File: src/rtl/texture_read_arbiter.sv
// texture_read_arbiter: round-robin sharing of one 256-bit texture read port, returning 128-bit rows via a 2-entry FIFO.
// Define TEX_ARB_PERF_CNT_EN to add saturating grant/stall counters.
module texture_read_arbiter #(
    parameter int NUM_REQ      = 4,
    parameter int READ_LATENCY = 1
) (
    input  logic                 clk,
    input  logic                 rst_n,
    input  logic [NUM_REQ-1:0]   i_req_valid,
    input  logic [NUM_REQ*8-1:0] i_req_texture_idx,
    input  logic [NUM_REQ*4-1:0] i_req_row_idx,
    output logic [NUM_REQ-1:0]   o_req_ready,
    output logic [7:0]           o_mem_texture_idx,
    output logic [3:0]           o_mem_row_idx,
    input  logic [255:0]         i_mem_data,
    output logic                 o_rsp_valid,
    output logic [2:0]           o_rsp_id,
    output logic [127:0]         o_rsp_data,
    input  logic                 i_rsp_ready
`ifdef TEX_ARB_PERF_CNT_EN
    ,
    output logic [31:0]          o_perf_grants,
    output logic [31:0]          o_perf_stalls
`endif
);
    localparam int D = 1 + READ_LATENCY;

    logic [2:0]   ptr_q, gnt_idx, cand;
    logic         gnt_vld, issue_ok, hs, push, pop;
    logic [7:0]   vld_ext;
    logic [63:0]  tex_ext;
    logic [31:0]  row_ext;
    logic [7:0]   sel_tex;
    logic [3:0]   sel_row;
    logic [2:0]   inflight;
    logic [D-1:0] pv_q, ph_q;
    logic [2:0]   pid_q [D];
    logic [130:0] fifo_q [2];
    logic         wr_q, rd_q;
    logic [1:0]   cnt_q, cnt_d;
    logic [7:0]   mem_tex_q;
    logic [3:0]   mem_row_q;

    assign vld_ext = 8'(i_req_valid);
    assign tex_ext = 64'(i_req_texture_idx);
    assign row_ext = 32'(i_req_row_idx);

    // Walk downward so the requester closest after the pointer wins.
    always_comb begin
        gnt_vld = 1'b0;
        gnt_idx = '0;
        cand    = '0;
        for (int i = NUM_REQ; i >= 1; i--) begin
            cand = 3'((int'(ptr_q) + i) % NUM_REQ);
            if (vld_ext[cand]) begin
                gnt_vld = 1'b1;
                gnt_idx = cand;
            end
        end
    end

    always_comb begin
        inflight = '0;
        for (int i = 0; i < D; i++) inflight = inflight + 3'(pv_q[i]);
    end

    // Credits cover both buffered and in-flight reads so the FIFO can never overflow.
    assign issue_ok    = rst_n && ((3'(cnt_q) + inflight) < 3'd2);
    assign hs          = gnt_vld && issue_ok;
    assign o_req_ready = hs ? NUM_REQ'(1) << gnt_idx : '0;
    assign sel_tex     = tex_ext[{gnt_idx, 3'b000} +: 8];
    assign sel_row     = row_ext[{gnt_idx, 2'b00} +: 4];

    always_ff @(posedge clk or negedge rst_n) begin
        if (!rst_n) begin
            ptr_q     <= 3'(NUM_REQ - 1);
            mem_tex_q <= '0;
            mem_row_q <= '0;
        end else if (hs) begin
            ptr_q     <= gnt_idx;
            mem_tex_q <= sel_tex;
            mem_row_q <= sel_row;
        end
    end

    assign o_mem_texture_idx = mem_tex_q;
    assign o_mem_row_idx     = mem_row_q;

    always_ff @(posedge clk or negedge rst_n) begin
        if (!rst_n) begin
            pv_q <= '0;
            ph_q <= '0;
            for (int i = 0; i < D; i++) pid_q[i] <= '0;
        end else begin
            pv_q     <= {pv_q[D-2:0], hs};
            ph_q     <= {ph_q[D-2:0], sel_row[0]};
            pid_q[0] <= gnt_idx;
            for (int i = 1; i < D; i++) pid_q[i] <= pid_q[i-1];
        end
    end

    assign push  = pv_q[D-1];
    assign pop   = o_rsp_valid && i_rsp_ready;
    assign cnt_d = cnt_q + 2'(push) - 2'(pop);

    always_ff @(posedge clk or negedge rst_n) begin
        if (!rst_n) begin
            fifo_q[0] <= '0;
            fifo_q[1] <= '0;
            wr_q      <= 1'b0;
            rd_q      <= 1'b0;
            cnt_q     <= '0;
        end else begin
            if (push) begin
                fifo_q[wr_q] <= {pid_q[D-1], ph_q[D-1] ? i_mem_data[255:128] : i_mem_data[127:0]};
                wr_q         <= ~wr_q;
            end
            if (pop) rd_q <= ~rd_q;
            cnt_q <= cnt_d;
        end
    end

    assign o_rsp_valid            = cnt_q != 2'd0;
    assign {o_rsp_id, o_rsp_data} = fifo_q[rd_q];

`ifdef TEX_ARB_PERF_CNT_EN
    logic [31:0] grants_q, stalls_q;

    always_ff @(posedge clk or negedge rst_n) begin
        if (!rst_n) begin
            grants_q <= '0;
            stalls_q <= '0;
        end else begin
            if (hs && grants_q != '1) grants_q <= grants_q + 32'd1;
            if (|i_req_valid && !hs && stalls_q != '1) stalls_q <= stalls_q + 32'd1;
        end
    end

    assign o_perf_grants = grants_q;
    assign o_perf_stalls = stalls_q;
`endif
endmodule
File: config.mk
export PLATFORM = sky130hd
export DESIGN_NAME = texture_read_arbiter
export DESIGN_NICKNAME = d
export VERILOG_FILES = /design/src/rtl/texture_read_arbiter.sv
export SDC_FILE = /design/constraint.sdc
export NUM_CORES = 1
export LEC_CHECK = 0
export ABC_AREA = 1
export CORE_ASPECT_RATIO = 1.1
export CORE_MARGIN = 8
export CORE_UTILIZATION = 51
export DETAILED_ROUTE_END_ITERATION = 12
export PLACE_DENSITY = 0.84
export SLEW_MARGIN = 20
export SYNTH_ARGS = -nofsm -noshare
export SYNTH_HDL_FRONTEND = slang
export SYNTH_SLANG_ARGS = --single-unit
File: constraint.sdc
create_clock -name clk -period 5.35 [get_ports clk]
set_clock_uncertainty 0.1 [all_clocks]
set_input_delay 1.07 -clock clk [delete_from_list [all_inputs] [get_ports clk]]
set_output_delay 1.07 -clock clk [all_outputs]
set_load 0.05 [all_outputs]
-- Yosys cells after proc, flatten, opt, wreduce, memory -nomap -nowiden
Cells that the tools add are included.
- reduce and logical (&&, ||, !) cells: 9
- add/subtract/negate cells: 8
- shift-type cells: 3
- magnitude comparators: 8
- equality and inequality tests: 0
- mux-type cells: 24
- multipliers: 0
- div/mod/pow operators: 0
- bitwise gates (word level): 8
- operators with widths (kind ; count):
    131-bit two-way mux ; 4
    262-bit bitwise mux ; 1
    131-bit demux with 1-bit select ; 1
    128-bit two-way mux ; 1
    64-bit by 7-bit variable part select with 8-bit output ; 1
    32-bit by 6-bit variable part select with 4-bit output ; 1
    3-bit by 4-bit < comparator with 1-bit output (second input constant) ; 4
    1-bit binary-select mux with 3-bit select ; 4
    3-bit two-way mux ; 4
    1-bit two-way mux ; 8
    2-bit OR reduction ; 4
    2-bit by 1-bit adder with 2-bit output (second input constant) ; 2
    2-bit adder (second input constant) ; 2
    1-bit AND (first input constant) ; 4
    2-bit >= comparator (second input constant) ; 2
    1-bit logical AND ; 4
    4-bit two-way mux ; 1
    1-bit NOT with 2-bit output ; 2
    1-bit by 3-bit << shifter with 4-bit output (first input constant) ; 1
    2-bit by 2-bit adder with 3-bit output ; 1
    3-bit by 2-bit < comparator with 1-bit output (second input constant) ; 1
    1-bit by 1-bit adder with 2-bit output ; 1
    2-bit by 1-bit adder with 2-bit output ; 1
    2-bit by 1-bit < comparator with 1-bit output (second input constant) ; 1
    other kinds (3) ; 4
- bits in registers: 290
- bits of input ports: 311
- RAM bits: 0
- output and inout bits: 148
- bits in read-only memories: 0
- bits in latches: 0
- logic and storage cells: 72
- memories kept: 0

-- Logic depth before layout (Yosys ltp)
Gate-level depths: netlist of run 1.
- depth in word-level cells: 11
- gate-level depth with buffers: 17
- mapped depth without buffers: 15

-- Worst setup path before layout of run 1
No wires, ideal clock.
- path kind: input to output
- start point: input i_req_valid[3]
- end point: output o_req_ready[0]
- path slack: 1207 ps
- required time: 4180 ps
- stages: 10
- buffers on the path: 1
- data arrival time: 2973 ps
- cell sequence: inv_1 nand2_1 nand3_1 a21oi_1 o21ai_1 nand2_1 nand2_2 inv_2 buf_2 nor3_1
- longest elaborated chain between the ends: 8
- elaborated cells between the ends (all ways): 19
- classes of those cells: 1 x shift; 17 x mux; 1 x reduce/logical
- RTL lines (what ; line ; source):
    start: declaration ; 9 ; input logic [NUM_REQ-1:0] i_req_valid,
    1-bit binary-select mux with 3-bit select ; 55 ; if (vld_ext[cand]) begin
    1-bit two-way mux (not written as such) ; 55 ;
    3-bit two-way mux (3 in series) ; 55 ;
    3-bit two-way mux (*) ; 55 ;
    named net gnt_idx[1] ; 28 ; logic [2:0] ptr_q, gnt_idx, cand;
    1-bit by 3-bit << shifter with 4-bit output (*) ; 70 ; assign o_req_ready = hs ? NUM_REQ'(1) << gnt_idx : '0;
    4-bit two-way mux (*) ; 70 ;
    end: declaration ; 12 ; output logic [NUM_REQ-1:0] o_req_ready,
Mark *: on every way through the listed nets, which the timed path passes. The rest lies on a longest branch. The select of a mux whose other input is x is not followed.

-- Worst setup path after layout of run 1
- start point: input i_req_valid[3]
- end point: output o_req_ready[3]
- longest elaborated chain between the ends: 8
- elaborated cells between the ends (all ways): 19
- classes of those cells: 1 x shift; 17 x mux; 1 x reduce/logical
- RTL lines (what ; line):
    1-bit binary-select mux with 3-bit select ; 55
    1-bit two-way mux (not written as such) ; 55
    3-bit two-way mux / 1-bit two-way mux (equally long branches) (4 in series) ; 55
    1-bit by 3-bit << shifter with 4-bit output / 1-bit logical AND (equally long branches) ; 70, 69
    4-bit two-way mux (*) ; 70
Every way passes the cells marked *; elsewhere a longest branch is shown, timed or not. The select of a mux whose other input is x is not followed.

==> out/metrics.yaml, run 1 <==
timing.fmax_ghz: 0.2059
avgViaCountPerCell: 5.170
final_util: 0.7221
drc: 0
cp.required_ns: 4.18
crit_type: "in2out"
grt_pass1_vias: 13861
ctsResizeCount: 0
drt_iter0_drc: 1069
path_max_fanout: 28
syn_avg_cell_area_sq_um: 7.971
ys_seq_area_frac: 0.4984
antenna_found_initial: 1
syn_nets: 2116
rrSetupSlack_ns: 2.83
postRouteAntennaNets: 0
die_y_um: 192.0
min_period_ns: 4.857
p_leak_nw: 9.437
cts_tree: "yes"
dpl.hpwl_mm: 32.83
worstMarginPinSlew_ns: 1.001
tns_ns: 0
htree_num_levels: 1
clockRootBuffer: "clkbuf_16"
final_common_cell: "nand2_1"
r2r-end: "fifo_q[38]"
avgRoutedWirePerCell_um: 17.66
chipWidth_um: 176.0
hold_buffers: 0
slew_viol_final: 0
r2r_start: "wr_q"
grt_overflow: 0
area.growth.synth_to_final_pct: 39.70
crit_chain: "clkdlybuf4s50_1 -> inv_1 -> o21ai_1 -> nand2_1 -> nand2_1 -> inv_2 -> nand2_2 -> nand2_4 -> nand2_4 -> nand2_1 -> nor2_1 -> clkdlybuf4s50_1"
rsz0062_at_grt: "no"
gp_congestion: 0.8775
slew_headroom: 0.3325
drt-total-wl_mm: 45.59
setup_viol: 0
numCtsBuffers: 29
vias: 13344
path_delay_family: "buffers and inverters"
slowest_stage: "clkdlybuf4s50_1"
worst-path-buf-inv: 4
final_cell_mix: "nand2_1, clkdlybuf4s50_1, dfrtp_1, o21ai_0, inv_1"
end_kind: "output port"
critPathArrivalTime_ns: 3.69
clockBufferDepth: 3
crit_top_cell: "nand2_1"
die_area_sq_um: 33800
hold_viol: 0
maxCapViolCount: 0
first_pass_iters: 5
synth_top_area_frac: 0.4948
core_area_sq_um: 27790
grt_use_total: 0.2634
cp-start-kind: "primary input"
synth_top_cell_by_area: "dfrtp_1"
portBuffers: 457
synthTopCellsByArea: "dfrtp_1, nand2_1, mux2_2, o21ai_0, inv_1"
fp-row-count: 64
powerDensity_nw_per_um2: 734.5
post_cts_buffers: 0
grt_pass1_wl_mm: 71.93
hold_path.class: "in2async"
drive_gt1_frac: 0.09878
synth-seq-cells: 286
max_stage_delay_ns: 0.83
start_util: 0.5169
synthCells: 1802
clock_latency_ns: 0.53
syn_area_sq_um: 14360
rr_worst_depth: 5
grt_max_degree: 154
post-route-period-util: 0.9079
synth_cell_types: 29
final_nets: 2509
vdd.ir_drop.worst_uv: 402.5
crit_cells: 12
outcome: "complete, no violations"
cts_sinks: 286
io_pins: 459
clk_pin_slew_worst_paths_ns: 0.06
ys.warnings.count: 0
==> sequential cells by signal, indices dropped and copies added, names as in the netlist <==
| register | flops |
|---|---|
| fifo_q | 260 |
| o_mem_texture_idx | 8 |
| o_mem_row_idx | 4 |
| pid_q | 4 |
| cnt_q | 2 |
| ph_q | 2 |
| ptr_q | 2 |
| pv_q | 2 |
| rd_q | 1 |
| wr_q | 1 |
==> power breakdown <==
group	internal [mW]	leakage [nW]	switching [mW]
Clock	1.15	0.477	0.838
Combinational	2.91	5.46	5.93
Sequential	3.26	3.50	0.656
Total	7.31	9.44	7.43
==> per-layer routing <==
layer / vias to the layer above / part of all wire / track usage
met5: - / 0 / 0
met4: 0 / 0.039 / 0.09788
met3: 95 / 0.086 / 0.07530
met2: 556 / 0.50 / 0.4651
met1: 6289 / 0.37 / 0.2990
li1: 6404 / - / -
==> synthesized netlist by cell type <==
cell type / number
nand2_1: 774
dfrtp_1: 284
o21ai_0: 262
inv_1: 168
mux2_2: 128
clkbuf_1: 90
nand3_1: 38
buf_2: 8
buf_1: 6
nand2_2: 5
buf_6: 4
inv_2: 4
nor2_1: 4
a21oi_1: 3
ha_1: 3
buf_4: 2
dfstp_2: 2
nand2_4: 2
nand3_2: 2
nor3_1: 2
o21ai_1: 2
xnor2_1: 2
conb_1: 1
inv_4: 1
nand3_4: 1
nand4_2: 1
o21ai_4: 1
or2_2: 1
xor2_1: 1
==> worst register-to-register path: stages, from the launching register on <==
cell and delay (ns):
dfrtp_1 0.45, nand2_4 0.40, inv_4 0.69, buf_4 0.57, nand2_1 0.16, nand2_1 0.08
==> cell type report <==
type	count	area [sq um]
Inverter	173	654.4
Sequential cell	286	7167
Clock inverter	14	113.9
Timing Repair Buffer	472	4733
Tap cell	363	454.2
Clock buffer	39	833.3
Antenna cell	1	2.502
Multi-Input combinational cell	1233	6107
Fill cell	2068	7721
==> worst max-delay path by stage <==
stage	from	to	slack [ns]
floorplan	i_req_valid[3]	o_req_ready[0]	1.21
global placement	i_req_valid[3]	o_req_ready[3]	0.52
detailed placement	i_req_valid[3]	o_req_ready[3]	0.51
CTS	i_req_valid[3]	o_req_ready[3]	0.49
global route	i_req_valid[3]	o_req_ready[3]	0.23
finish	i_req_valid[3]	o_req_ready[3]	0.49
==> metrics by stage <==
step | cell area [sq um] | setup WS, ns | total power, mW | hold slack, ns | instances
after floorplan | 14360 | 1.207 | 9.772 | 0.2312 | 1802
after global placement | 19110 | 0.5241 | 12.53 | 0.2370 | 2527
after detailed placement | 19110 | 0.5075 | 12.76 | 0.2356 | 2527
after CTS | 20060 | 0.4914 | 14.84 | 0.2484 | 2580
after global routing | 20070 | 0.2333 | 15.67 | 0.2526 | 2581
final | 20070 | 0.4929 | 14.74 | 0.2536 | 2581
==> logic make-up (layout without fill, tap and decap cells) <==
family | count (synthesis) | after routing | share of synthesized area
buffers and inverters | 283 | 698 | 0.07744
AND/OR/NAND/NOR | 830 | 830 | 0.2249
XOR/XNOR | 3 | 3 | 0.001830
flip-flops | 286 | 286 | 0.4984
adder cells (fa/ha/maj) | 3 | 3 | 0.002614
multiplexers | 128 | 128 | 0.1003
AO/OA/AOI/OAI | 268 | 268 | 0.09416
other | 1 | 2 | 0.0002611
Note: power is estimated with default switching activity, not from simulation.
==> run 2, diff against run 1 <==
Settings changed: CORE_UTILIZATION 51 to 52, CTS_BUF_LIST set to sky130_fd_sc_hd__clkbuf_8, PLACE_DENSITY 0.84 to 0.85.
==> out/metrics.yaml, run 2 (synthesis gave the netlist of run 1 again) <==
outcome: "complete, no violations"  # unchanged
r2r-end: "fifo_q[64]"  # was fifo_q[38]
dpl.hpwl_mm: 32.68  # was 32.83 mm
ctsResizeCount: 0  # unchanged
crit_start: "i_req_valid[3]"  # unchanged
slew_viol_final: 0  # unchanged
min_period_ns: 4.708  # was 4.857 ns
timing.fmax_ghz: 0.2124  # was 0.2059 GHz
powerDensity_nw_per_um2: 734.2  # was 734.5 nW/um^2
rrSetupSlack_ns: 2.64  # was 2.83 ns
rsz0062_at_grt: "no"  # unchanged
grt_overflow: 0  # unchanged
end_kind: "output port"  # unchanged
postRouteAntennaNets: 0  # unchanged
avgViaCountPerCell: 5.209  # was 5.170
crit_path_end: "o_req_ready[3]"  # unchanged
cp.required_ns: 4.18  # about the same
slew_headroom: 0.2837  # was 0.3325
grt_use_total: 0.2677  # was 0.2634
hold_viol: 0  # unchanged
path_delay_family: "buffers and inverters"  # unchanged
rr_worst_depth: 5  # unchanged
post-route-period-util: 0.8800  # was 0.9079
drt-total-wl_mm: 45.40  # was 45.59 mm
numCtsBuffers: 45  # was 29
portBuffers: 457  # unchanged
vdd.ir_drop.worst_uv: 436.7  # was 402.5 uV
gp_congestion: 0.9693  # was 0.8775
tns_ns: 0  # unchanged
hold_buffers: 0  # unchanged
fp-row-count: 64  # unchanged
grt_pass1_wl_mm: 72.64  # was 71.93 mm
vias: 13586  # was 13344
antenna_found_initial: 0  # was 1
hold_path.class: "reg2reg"  # was in2async
final_common_cell: "nand2_1"  # unchanged
grt_pass1_vias: 14096  # was 13861
cts_sinks: 286  # unchanged
die_area_sq_um: 33200  # was 33800 sq um
clockBufferDepth: 3  # unchanged
maxCapViolCount: 0  # unchanged
placed_cells: 2527  # unchanged
io_pins: 459  # unchanged
worst-path-buf-inv: 3  # was 4
slowest_stage: "clkdlybuf4s50_1"  # unchanged
post_cts_buffers: 0  # unchanged
final_nets: 2525  # was 2509
path_max_fanout: 28  # unchanged
clockRootBuffer: "clkbuf_8"  # was clkbuf_16
cts_tree: "yes"  # unchanged
final_cell_mix: "nand2_1, clkdlybuf4s50_1, dfrtp_1, o21ai_0, inv_1"  # unchanged
setup_viol: 0  # unchanged
core_area_sq_um: 27470  # was 27790 sq um
drc: 0  # unchanged
drt_iter0_drc: 1080  # was 1069
crit_top_cell: "nand2_1"  # unchanged
hold_depth: 0
critPathArrivalTime_ns: 3.54  # was 3.69 ns
crit_type: "in2out"  # unchanged
first_pass_iters: 5  # unchanged
drive_gt1_frac: 0.1056  # was 0.09878
fillCellCount: 1999  # was 2068
p_leak_nw: 9.520  # was 9.437 nW
clk_pin_slew_worst_paths_ns: 0.06  # about the same
start_util: 0.5230  # was 0.5169
cp-start-kind: "primary input"  # unchanged
grt_max_degree: 174  # was 154
fin_cells: 2608  # was 2581
chipWidth_um: 174.5  # was 176.0 um
htree_num_levels: 2  # was 1
crit_chain: "clkdlybuf4s50_1 -> inv_1 -> o21ai_1 -> nand2_1 -> nand2_1 -> nand2_2 -> nand2_2 -> nand2_4 -> nand2_4 -> nand2_1 -> nor2_1 -> clkdlybuf4s50_1"  # was clkdlybuf4s50_1 -> inv_1 -> o21ai_1 -> nand2_1 -> nand2_1 -> inv_2 -> nand2_2 -> nand2_4 -> nand2_4 -> nand2_1 -> nor2_1 -> clkdlybuf4s50_1
largest_register_ffs: 260  # unchanged
die_y_um: 190.3  # was 192.0 um
clock_latency_ns: 0.52  # was 0.53 ns
worstMarginPinSlew_ns: 1.074  # was 1.001 ns
crit_cells: 12  # unchanged
regMostFlops: "fifo_q"  # unchanged
r2r_start: "wr_q"  # unchanged
area.growth.synth_to_final_pct: 40.03  # was 39.70%
avgRoutedWirePerCell_um: 17.41  # was 17.66 um
max_stage_delay_ns: 0.82  # was 0.83 ns
[run 2: cell count changes in the layout (fill, tap and decap cells not counted), sizes merged]
cell	previous run	this run
clkinvlp	1	0
inv	176	186
bufinv	1	3
clkbuf	39	61
clkinv	9	3
[run 2: worst min-delay path by stage]
stage | start | end
CTS | ph_q[0] | ph_q[1]
global placement | pid_q[3] | pid_q[0]
global route | ph_q[0] | ph_q[1]
detailed placement | ph_q[0] | ph_q[1]
finish | ph_q[0] | ph_q[1]
floorplan | ph_q[0] | ph_q[1]
[run 2: stage by stage]
| stage | setup slack, ns | power [mW] | instance area, sq um | hold slack (ns) | util |
|---|---|---|---|---|---|
| 2_1_floorplan | 1.207 | 9.772 | 14360 | 0.2312 | - |
| 3_3_place_gp | 0.7368 | 12.50 | 19110 | 0.2369 | 0.6958 |
| 3_5_place_dp | 0.7011 | 12.76 | 19110 | 0.2347 | 0.6958 |
| 4_1_cts | 0.6579 | 14.83 | 20110 | 0.2485 | 0.7322 |
| 5_1_grt | 0.4887 | 15.69 | 20110 | 0.2545 | 0.7322 |
| 6_report | 0.6418 | 14.77 | 20110 | 0.2481 | 0.7323 |
[run 2: cell type report]
class	instances	area [sq um]	share of cell area
Clock inverter	19	158.9	0.007900
Antenna cell	1	2.502	0.0001244
Multi-Input combinational cell	1233	6107	0.3036
Clock buffer	61	839.6	0.04174
Timing Repair Buffer	472	4730	0.2351
Inverter	173	654.4	0.03254
Tap cell	363	454.2	0.02258
Sequential cell	286	7167	0.3563
[run 2: layer usage]
metal,global-route usage,wire length (um),vias to the layer above,share of wire
li1,-,-,6439,-
met1,0.3207,17710,6451,0.39
met2,0.4558,22210,578,0.49
met3,0.06615,3586,118,0.079
met4,0.1112,1897,0,0.042
met5,0,0,-,0
[run 2: report_power, final]
group | switching, mW | total [mW] | internal, mW
logic | 5.92 | 8.84 | 2.92
registers | 0.662 | 3.92 | 3.26
clock network | 0.843 | 2.00 | 1.16
total | 7.43 | 14.8 | 7.34
